`src/rtl/bf_pkg.sv`:
```
// Shared beamforming package: FSM state encoding, width helpers and a
// saturation check reusable by the other beamforming blocks.
package bf_pkg;

    typedef enum logic [1:0] {
        ST_IDLE  = 2'd0,
        ST_ACCUM = 2'd1,
        ST_DRAIN = 2'd2,
        ST_OUT   = 2'd3
    } state_t;

    typedef enum logic [1:0] {
        SAT_NONE = 2'd0,
        SAT_POS  = 2'd1,
        SAT_NEG  = 2'd2
    } sat_dir_t;

    // Widest value the saturation check can classify.
    localparam int unsigned SAT_W = 64;

    // Accumulator width: exact product, channel growth and transmit growth.
    function automatic int unsigned acc_width(input int unsigned dw, input int unsigned ww,
                                              input int unsigned nch, input int unsigned mtx);
        return dw + ww + $clog2(nch) + $clog2(mtx);
    endfunction

    // Output width after the weight scale has been shifted back out.
    function automatic int unsigned out_width(input int unsigned dw, input int unsigned nch,
                                              input int unsigned mtx);
        return dw + $clog2(nch) + $clog2(mtx);
    endfunction

    // Reports whether x overflows a w-bit signed range, and in which direction.
    function automatic sat_dir_t sat_check(input logic signed [SAT_W-1:0] x, input int unsigned w);
        logic signed [SAT_W-1:0] hi;
        logic signed [SAT_W-1:0] lo;
        hi = (SAT_W'(1) <<< (w - 1)) - SAT_W'(1);
        lo = -hi - SAT_W'(1);
        sat_check = SAT_NONE;
        if (x > hi) begin
            sat_check = SAT_POS;
        end else if (x < lo) begin
            sat_check = SAT_NEG;
        end
    endfunction

endpackage

```
`src/rtl/summ_sa_apod_if.sv`:
```
// Beat/result bus of the apodised summer.
//   master: drives start_sum, num_tx, sum_en, delayed_samples, weights, out_ready
//   slave : drives sum_result, valid, sat, busy, drop
interface summ_sa_apod_if #(
    parameter int unsigned DATA_WIDTH   = 16,
    parameter int unsigned NUM_CHANNELS = 8,
    parameter int unsigned LANES        = 4,
    parameter int unsigned WEIGHT_WIDTH = 8,
    parameter int unsigned MAX_TX       = 4
);
    localparam int unsigned OUT_WIDTH = bf_pkg::out_width(DATA_WIDTH, NUM_CHANNELS, MAX_TX);
    localparam int unsigned TX_W      = $clog2(MAX_TX + 1);

    logic                            start_sum;
    logic [TX_W-1:0]                 num_tx;
    logic                            sum_en;
    logic [LANES*DATA_WIDTH-1:0]     delayed_samples;
    logic [LANES*WEIGHT_WIDTH-1:0]   weights;
    logic                            out_ready;
    logic [OUT_WIDTH-1:0]            sum_result;
    logic                            valid;
    logic                            sat;
    logic                            busy;
    logic                            drop;

    modport master (
        output start_sum, num_tx, sum_en, delayed_samples, weights, out_ready,
        input  sum_result, valid, sat, busy, drop
    );

    modport slave (
        input  start_sum, num_tx, sum_en, delayed_samples, weights, out_ready,
        output sum_result, valid, sat, busy, drop
    );
endinterface

```
`src/rtl/apod_lane_mac.sv`:
```
// Per-lane apodisation multipliers (stage 1) and registered lane adder tree (stage 2).
//   clk, reset : clock, synchronous active-low reset
//   flush      : discards everything in flight
//   in_valid   : samples/weights are an accepted beat
//   out_valid  : lane_sum holds the weighted sum of one beat
module apod_lane_mac #(
    parameter int unsigned DATA_WIDTH   = 16,
    parameter int unsigned WEIGHT_WIDTH = 8,
    parameter int unsigned LANES        = 4
) (
    input  logic                                                      clk,
    input  logic                                                      reset,
    input  logic                                                      flush,
    input  logic                                                      in_valid,
    input  logic [LANES*DATA_WIDTH-1:0]                               samples,
    input  logic [LANES*WEIGHT_WIDTH-1:0]                             weights,
    output logic                                                      out_valid,
    output logic signed [DATA_WIDTH+WEIGHT_WIDTH+$clog2(LANES)-1:0]   lane_sum
);
    localparam int unsigned PROD_W = DATA_WIDTH + WEIGHT_WIDTH;
    localparam int unsigned EXT_W  = PROD_W + 1;
    localparam int unsigned SUM_W  = PROD_W + $clog2(LANES);

    logic signed [EXT_W-1:0]  s_ext  [LANES];
    logic signed [EXT_W-1:0]  w_ext  [LANES];
    logic signed [PROD_W-1:0] prod_c [LANES];
    logic signed [PROD_W-1:0] prod_q [LANES];
    logic                     prod_vld_q;
    logic signed [SUM_W-1:0]  sum_c;

    // Signed sample times unsigned weight; the zero-extended weight keeps the product exact.
    always_comb begin
        for (int i = 0; i < int'(LANES); i++) begin
            s_ext[i]  = EXT_W'($signed(samples[i*DATA_WIDTH +: DATA_WIDTH]));
            w_ext[i]  = EXT_W'({1'b0, weights[i*WEIGHT_WIDTH +: WEIGHT_WIDTH]});
            prod_c[i] = PROD_W'(s_ext[i] * w_ext[i]);
        end
    end

    // Lane adder tree.
    always_comb begin
        sum_c = '0;
        for (int i = 0; i < int'(LANES); i++) begin
            sum_c = sum_c + SUM_W'(prod_q[i]);
        end
    end

    always_ff @(posedge clk) begin
        if (!reset) begin
            prod_vld_q <= 1'b0;
            out_valid  <= 1'b0;
            lane_sum   <= '0;
            for (int i = 0; i < int'(LANES); i++) begin
                prod_q[i] <= '0;
            end
        end else begin
            prod_vld_q <= in_valid && !flush;
            out_valid  <= prod_vld_q && !flush;
            if (in_valid) begin
                for (int i = 0; i < int'(LANES); i++) begin
                    prod_q[i] <= prod_c[i];
                end
            end
            if (prod_vld_q) begin
                lane_sum <= sum_c;
            end
        end
    end
endmodule

```
`src/rtl/summ_sa_apod.sv`:
```
// Apodised multi-lane, multi-transmit synthetic-aperture summer.
//   clk, reset : clock, synchronous active-low reset
//   bus        : beats in (start_sum/num_tx/sum_en/delayed_samples/weights),
//                result out (sum_result/valid/sat, out_ready), status (busy/drop)
module summ_sa_apod
    import bf_pkg::*;
#(
    parameter int unsigned DATA_WIDTH   = 16,
    parameter int unsigned NUM_CHANNELS = 8,
    parameter int unsigned LANES        = 4,
    parameter int unsigned WEIGHT_WIDTH = 8,
    parameter int unsigned MAX_TX       = 4
) (
    input  logic               clk,
    input  logic               reset,
    summ_sa_apod_if.slave      bus
);
    localparam int unsigned SUM_W     = DATA_WIDTH + WEIGHT_WIDTH + $clog2(LANES);
    localparam int unsigned ACC_W     = acc_width(DATA_WIDTH, WEIGHT_WIDTH, NUM_CHANNELS, MAX_TX);
    localparam int unsigned OUT_WIDTH = out_width(DATA_WIDTH, NUM_CHANNELS, MAX_TX);
    localparam int unsigned TX_W      = $clog2(MAX_TX + 1);
    localparam int unsigned BEATS     = NUM_CHANNELS / LANES;
    localparam int unsigned BEAT_W    = (BEATS > 1) ? $clog2(BEATS) : 1;
    localparam int unsigned SHIFT     = WEIGHT_WIDTH - 1;
    localparam logic [BEAT_W-1:0]    BEAT_LAST  = BEAT_W'(BEATS - 1);
    localparam logic [TX_W-1:0]      TX_MAX     = TX_W'(MAX_TX);
    // DRAIN covers the product, lane-sum and accumulate stages behind the last beat.
    localparam logic [1:0]           DRAIN_LAST = 2'd2;
    localparam logic [OUT_WIDTH-1:0] OUT_MAX    = {1'b0, {(OUT_WIDTH-1){1'b1}}};
    localparam logic [OUT_WIDTH-1:0] OUT_MIN    = {1'b1, {(OUT_WIDTH-1){1'b0}}};

    state_t                  state_q, state_nxt;
    logic [BEAT_W-1:0]       beat_q;
    logic [TX_W-1:0]         tx_q, tx_target_q, tx_target_c;
    logic [1:0]              drain_q;
    logic signed [ACC_W-1:0] acc_q, acc_shift_c;
    logic                    mac_valid;
    logic signed [SUM_W-1:0] mac_sum;
    sat_dir_t                sat_dir_c;
    logic [OUT_WIDTH-1:0]    result_c, result_q;
    logic                    valid_q, sat_q, busy_q, drop_q;
    logic                    last_beat_c, accept_c, clear_c, load_out_c, consume_c, drop_set_c;

    // Beat that completes the latched transmit count.
    assign last_beat_c = (state_q == ST_ACCUM) && bus.sum_en && !bus.start_sum &&
                         (beat_q == BEAT_LAST) && (tx_q == tx_target_q - TX_W'(1));

    // State register.
    always_ff @(posedge clk) begin
        if (!reset) state_q <= ST_IDLE;
        else        state_q <= state_nxt;
    end

    // Next state.
    always_comb begin
        state_nxt = state_q;
        case (state_q)
            ST_IDLE:  if (bus.start_sum) state_nxt = ST_ACCUM;
            ST_ACCUM: begin
                if (bus.start_sum)     state_nxt = ST_ACCUM;
                else if (last_beat_c)  state_nxt = ST_DRAIN;
            end
            ST_DRAIN: begin
                if (bus.start_sum)               state_nxt = ST_ACCUM;
                else if (drain_q == DRAIN_LAST)  state_nxt = ST_OUT;
            end
            ST_OUT:   if (bus.out_ready) state_nxt = bus.start_sum ? ST_ACCUM : ST_IDLE;
            default:  state_nxt = ST_IDLE;
        endcase
    end

    // Control strobes.
    always_comb begin
        accept_c   = 1'b0;
        clear_c    = 1'b0;
        load_out_c = 1'b0;
        consume_c  = 1'b0;
        case (state_q)
            ST_IDLE:  clear_c = bus.start_sum;
            ST_ACCUM: begin
                clear_c  = bus.start_sum;
                accept_c = bus.sum_en && !bus.start_sum;
            end
            ST_DRAIN: begin
                clear_c    = bus.start_sum;
                load_out_c = !bus.start_sum && (drain_q == DRAIN_LAST);
            end
            ST_OUT: begin
                consume_c = bus.out_ready;
                clear_c   = bus.out_ready && bus.start_sum;
            end
            default: ;
        endcase
        drop_set_c = bus.sum_en && !accept_c && !clear_c;
    end

    // num_tx of 0 means one transmit; anything above MAX_TX clamps.
    always_comb begin
        tx_target_c = bus.num_tx;
        if (bus.num_tx == '0)        tx_target_c = TX_W'(1);
        else if (bus.num_tx > TX_MAX) tx_target_c = TX_MAX;
    end

    apod_lane_mac #(
        .DATA_WIDTH   (DATA_WIDTH),
        .WEIGHT_WIDTH (WEIGHT_WIDTH),
        .LANES        (LANES)
    ) u_mac (
        .clk       (clk),
        .reset     (reset),
        .flush     (clear_c),
        .in_valid  (accept_c),
        .samples   (bus.delayed_samples),
        .weights   (bus.weights),
        .out_valid (mac_valid),
        .lane_sum  (mac_sum)
    );

    // Remove the Q1.(W-1) weight scale (floor), then clamp to the output range.
    assign acc_shift_c = acc_q >>> SHIFT;
    always_comb begin
        sat_dir_c = sat_check(SAT_W'(acc_shift_c), OUT_WIDTH);
        result_c  = OUT_WIDTH'(acc_shift_c);
        case (sat_dir_c)
            SAT_POS: result_c = OUT_MAX;
            SAT_NEG: result_c = OUT_MIN;
            default: ;
        endcase
    end

    // Counters, accumulator and output registers.
    always_ff @(posedge clk) begin
        if (!reset) begin
            beat_q      <= '0;
            tx_q        <= '0;
            tx_target_q <= '0;
            drain_q     <= '0;
            acc_q       <= '0;
            result_q    <= '0;
            valid_q     <= 1'b0;
            sat_q       <= 1'b0;
            busy_q      <= 1'b0;
            drop_q      <= 1'b0;
        end else begin
            if (clear_c) begin
                beat_q      <= '0;
                tx_q        <= '0;
                tx_target_q <= tx_target_c;
            end else if (accept_c) begin
                if (beat_q == BEAT_LAST) begin
                    beat_q <= '0;
                    tx_q   <= tx_q + TX_W'(1);
                end else begin
                    beat_q <= beat_q + BEAT_W'(1);
                end
            end
            drain_q <= (state_q == ST_DRAIN) ? drain_q + 2'd1 : 2'd0;
            if (clear_c)        acc_q <= '0;
            else if (mac_valid) acc_q <= acc_q + ACC_W'(mac_sum);
            if (clear_c)         drop_q <= 1'b0;
            else if (drop_set_c) drop_q <= 1'b1;
            if (load_out_c) begin
                result_q <= result_c;
                sat_q    <= (sat_dir_c != SAT_NONE);
                valid_q  <= 1'b1;
            end else if (consume_c) begin
                valid_q <= 1'b0;
                sat_q   <= 1'b0;
            end
            busy_q <= (state_nxt != ST_IDLE);
        end
    end

    assign bus.sum_result = result_q;
    assign bus.valid      = valid_q;
    assign bus.sat        = sat_q;
    assign bus.busy       = busy_q;
    assign bus.drop       = drop_q;
endmodule

```
`src/flat_wrapper.sv`:
```
// flat-port wrapper written by rule: the top's interface ports become plain ports
module summ_sa_apod_flat import bf_pkg::*;
#(
    parameter int unsigned DATA_WIDTH   = 16,
    parameter int unsigned NUM_CHANNELS = 8,
    parameter int unsigned LANES        = 4,
    parameter int unsigned WEIGHT_WIDTH = 8,
    parameter int unsigned MAX_TX       = 4
)
  (clk, reset, bus_start_sum, bus_num_tx, bus_sum_en, bus_delayed_samples, bus_weights, bus_out_ready, bus_sum_result, bus_valid, bus_sat, bus_busy, bus_drop);
  summ_sa_apod_if #(.DATA_WIDTH(DATA_WIDTH), .NUM_CHANNELS(NUM_CHANNELS), .LANES(LANES), .WEIGHT_WIDTH(WEIGHT_WIDTH), .MAX_TX(MAX_TX)) bus_i ();
  input  logic clk;
  input  logic reset;
  input wire logic [$bits(bus_i.start_sum)-1:0] bus_start_sum;
  input wire logic [$bits(bus_i.num_tx)-1:0] bus_num_tx;
  input wire logic [$bits(bus_i.sum_en)-1:0] bus_sum_en;
  input wire logic [$bits(bus_i.delayed_samples)-1:0] bus_delayed_samples;
  input wire logic [$bits(bus_i.weights)-1:0] bus_weights;
  input wire logic [$bits(bus_i.out_ready)-1:0] bus_out_ready;
  output wire logic [$bits(bus_i.sum_result)-1:0] bus_sum_result;
  output wire logic [$bits(bus_i.valid)-1:0] bus_valid;
  output wire logic [$bits(bus_i.sat)-1:0] bus_sat;
  output wire logic [$bits(bus_i.busy)-1:0] bus_busy;
  output wire logic [$bits(bus_i.drop)-1:0] bus_drop;
  assign bus_i.start_sum = bus_start_sum;
  assign bus_i.num_tx = bus_num_tx;
  assign bus_i.sum_en = bus_sum_en;
  assign bus_i.delayed_samples = bus_delayed_samples;
  assign bus_i.weights = bus_weights;
  assign bus_i.out_ready = bus_out_ready;
  assign bus_sum_result = bus_i.sum_result;
  assign bus_valid = bus_i.valid;
  assign bus_sat = bus_i.sat;
  assign bus_busy = bus_i.busy;
  assign bus_drop = bus_i.drop;
  summ_sa_apod #(.DATA_WIDTH(DATA_WIDTH), .NUM_CHANNELS(NUM_CHANNELS), .LANES(LANES), .WEIGHT_WIDTH(WEIGHT_WIDTH), .MAX_TX(MAX_TX)) u_core (.clk(clk), .reset(reset), .bus(bus_i));
endmodule
```
`config.mk`:
```
export PLATFORM = sky130hd
export DESIGN_NAME = summ_sa_apod_flat
export DESIGN_NICKNAME = d
export VERILOG_FILES = /design/src/rtl/bf_pkg.sv /design/src/rtl/summ_sa_apod_if.sv /design/src/rtl/apod_lane_mac.sv /design/src/rtl/summ_sa_apod.sv /design/src/flat_wrapper.sv
export SDC_FILE = /design/constraint.sdc
export NUM_CORES = 2
export LEC_CHECK = 0
export ABC_AREA = 1
export CAP_MARGIN = 10
export CORE_MARGIN = 5
export CORE_UTILIZATION = 40
export DETAILED_ROUTE_END_ITERATION = 16
export GPL_TIMING_DRIVEN = 0
export PLACE_DENSITY_LB_ADDON = 0.1
export SLEW_MARGIN = 25
export SYNTH_ARGS = -nofsm -noshare
export SYNTH_HDL_FRONTEND = slang
export SYNTH_SLANG_ARGS = --single-unit
```
`constraint.sdc`:
```
create_clock -name clk -period 6.3 [get_ports clk]
set_clock_uncertainty 0.15 [all_clocks]
set_input_delay 1.26 -clock clk [delete_from_list [all_inputs] [get_ports clk]]
set_output_delay 1.26 -clock clk [all_outputs]
set_load 0.05 [all_outputs]
```
==> results.txt <==
Run status: finished, final reports clean
Commonest cells post-synth: inv_1, nand2_1, fa_1, nor2_1, ha_1
Critical Path End: u_core.u_mac.prod_q[1][16]
Critical path launch point: bus_weights[8]
R2R cell count: 16
Num ports: 129
Worst Min Path Start: u_core.drain_q[0]
Final min period: 5.97 ns
Die X: 285 microns
Post-DP Area: 0.0318 sq mm
Die footprint: 0.0813 sq mm
Register area: 0.00474 sq mm
Post-synth EDFFs: 96
Worst hold path cell count: 1
Drt pass-1 iters: 5
Crit path launch type: input port
DR vias: 24134
Tightest Pin Transition: 0.764 ns
Async set-reset flop share out of synthesis: 0%
Period utilization: 94.7%
Max-slew violations: 0
Final setup fails: 0
Synth area leaders: fa_1, inv_1, nand2_1
CTS tree: yes
Layout area overhead: 7.11%
CP peak stage delay: 0.56 ns
Crit-path most repeated cell: fa_1
Drt total wl: 78.4 mm
Static Leak: 18.1 nW
Cell Pwr Density: 317 mW/mm^2
Max cap viols: 0
Number of global-route vias before repair: 24692
# rows: 100
Clk slew on worst S/H paths: 0.07 ns
Top_reg_cell synth: edfxtp_1
Synthesized net count: 4876
HP Class: reg -> reg
Total CTS buffers: 17
Seq/Total Area, Yosys: 15.7%
Critical path required time: 6.34 ns
Max clock buf depth: 2
RR Startpoint: u_core.u_mac.prod_q[2][1]
Port Buf Inserts: 31
First-pass GRT wire length: 130 mm
GP Congestion: 0.892
Levels on crit path: 19
Hold_ws: 0.267 ns
Crit Path Max Fanout: 10
Cts hold-fix bufs: 0
Reg-to-reg endpoint: u_core.u_mac.lane_sum[19]
Count leader, synth: inv_1
Synth Area per Inst: 7.42 sq um
Root Buffer: clkbuf_16
Final hold violation count: 0
Vias per cell: 4.72
Fill cells: 7911
DRT antenna net count: 0
Number of post-CTS setup repair buffers: 0
Final Power: 0.0103 W
Routed WL per cell: 15.3 microns
Largest net degree at the start of global routing: 55
# DRC: 0
Register-to-register setup slack: 2.69 ns
N_diodes: 0
Gr usage total: 19.8%
Critical Path End Type: flop
Count of cell types in the netlist: 45
Synthesized cell area: 0.0303 sq mm
Rel. slew slack: 49.1%
WP buf/inv: 5
Post-DP HPWL: 68.2 mm
Initial cell density of the core: 40.5%
Top cell type's share of synthesized area: 29.8%
GRT overflow: 0
Delay-heaviest family, CP: adder cells
Area of the multi-input gates: 0.0207 sq mm
DIE HEIGHT: 285 microns
Worst VDD drop: 0.000234 V
Placeable Area: 0.0747 sq mm
Critical-path cell list: clkbuf_1 > clkbuf_1 > nand2_1 > fa_1 > inv_1 > fa_1 > inv_1 > fa_1 > fa_1 > inv_1 > ha_1 > a21oi_1 > nand2_1 > a21boi_1 > o21ai_2 > nand3b_1 > nand3_1 > nand2_1 > nor2_1
CP max-delay cell: fa_1
Clk sinks: 189
Seq cells post-synth: 189
Drt first-iter violations: 1200
Fraction of layout cells with a size suffix above 1: 2.17%
Fmax: 0.168 GHz
Worst-skew pair later-pin latency: 0.47 ns
Final nets: 4927
Initial antenna violation count: 0
Yosys warns: 0
RSZ-0062 raised after global routing: yes
Cells after synthesis: 4078
H-tree Lvls: 4
Post_cts resized: 0
CP Class: in -> reg
Synth area leader: fa_1
Worst EP arrival: 6.01 ns
Post-Layout Inst Area: 0.0324 sq mm
-- final cells by class --
| cell class | count | area share [%] |
|---|---|---|
| repair buffers | 32 | 1.04 |
| clock inverters | 13 | 0.486 |
| plain buffers | 165 | 2.10 |
| well taps | 969 | 3.74 |
| inverters | 1096 | 12.7 |
| multi-input cells | 2628 | 64.0 |
| clock buffers | 19 | 1.34 |
| flip-flops and latches | 189 | 14.6 |
-- power breakdown --
group,switching (W),internal [W],leakage [nW]
registers,0.0000531,0.00137,1.75
logic,0.00502,0.00272,16.1
clock network,0.000509,0.000595,0.284
-- flip-flops by register name, indices dropped and copies added (netlist names) --
signal	count
u_core.acc_q	29
u_core.tx_target_q	3
u_core.u_mac.lane_sum	26
u_core.u_mac.prod_q	96
u_core.bus.sum_result	21
u_core.bus.valid	1
u_core.bus.busy	1
u_core.beat_q	1
u_core.u_mac.out_valid	1
u_core.bus.sat	1
u_core.bus.drop	1
u_core.state_q	2
u_core.tx_q	3
u_core.drain_q	2
u_core.u_mac.prod_vld_q	1
-- per-stage QoR --
step | worst slack [ns] | setup TNS (ns) | std cells | utilization [%]
floorplan | 0.729 | 0 | 4078 | -
global placement | -0.152 | -1.55 | 5078 | 42.6
detailed placement | -0.195 | -1.36 | 5079 | 42.6
CTS | 0.304 | 0 | 5111 | 43.4
global route | -0.0262 | -0.0262 | 5111 | 43.4
finish | 0.335 | 0 | 5111 | 43.4
-- cell usage in the layout, fill, tap and decap left out, drive strengths merged --
| cell | netlist | final |
|---|---|---|
| nand4 | 22 | 22 |
| nor3 | 33 | 33 |
| clkbuf | 143 | 162 |
| nor4 | 6 | 6 |
| o21ai | 155 | 155 |
| xnor2 | 24 | 24 |
| a211oi | 4 | 4 |
| a21oi | 241 | 241 |
| dfxtp | 93 | 93 |
| nand3 | 112 | 112 |
| o21bai | 15 | 15 |
| o22ai | 1 | 1 |
| a21o | 11 | 11 |
| buf | 22 | 23 |
| a31oi | 2 | 2 |
| inv | 1096 | 1101 |
| nor2 | 273 | 273 |
| xor2 | 33 | 33 |
| o21a | 13 | 13 |
| clkdlybuf4s50 | 0 | 31 |
| a21boi | 12 | 12 |
| bufinv | 0 | 2 |
| clkinv | 0 | 5 |
| clkinvlp | 0 | 1 |
| nand2 | 966 | 966 |
| edfxtp | 96 | 96 |
| o2111ai | 1 | 1 |
| o211ai | 3 | 3 |
| or2 | 2 | 2 |
| fa | 450 | 450 |
| ha | 244 | 244 |
| nand3b | 5 | 5 |
-- per-layer routing --
layer	vias up	global-route usage, %	wire length [microns]
met4	0	4.01	1460
li1	12208	-	-
met3	72	2.06	2450
met5	-	0	0
met2	352	34.5	38200
met1	11502	27.0	36300
-- worst register-to-register path: stages, from the launching register on --
cell and delay, ns:
edfxtp_1 0.49, fa_1 0.52, fa_1 0.56, ha_1 0.19, inv_1 0.06, fa_1 0.40, inv_1 0.08, nand3_1 0.06
nand2_1 0.17, nand2_1 0.07, nand2_1 0.15, a21o_1 0.18, nand2_1 0.09, nand3_1 0.08, nand3_1 0.12, nand2_1 0.10
inv_1 0.04
-- cell families (layout without fill, tap and decap cells) --
kind of cell               after synthesis  count (layout)  share of synthesized area (%)
AOI/OAI and AO/OA                      458             458                           8.24
xor gates and xnor gates                57              57                           1.65
adders and majority gates              694             694                           39.9
buffers and inverters                 1261            1325                           15.8
DFF                                    189             189                           15.7
and+or+nand+nor                       1419            1419                           18.7
-- how the worst min path moves through the flow --
stage / to / slack [ns]
after floorplan: u_core.drain_q[0] / 0.25
after global placement: u_core.drain_q[0] / 0.26
after detailed placement: u_core.drain_q[0] / 0.26
after CTS: u_core.drain_q[0] / 0.27
after global routing: u_core.drain_q[0] / 0.31
final: u_core.drain_q[0] / 0.27
No activity file was read; power rests on OpenSTA's default activity.
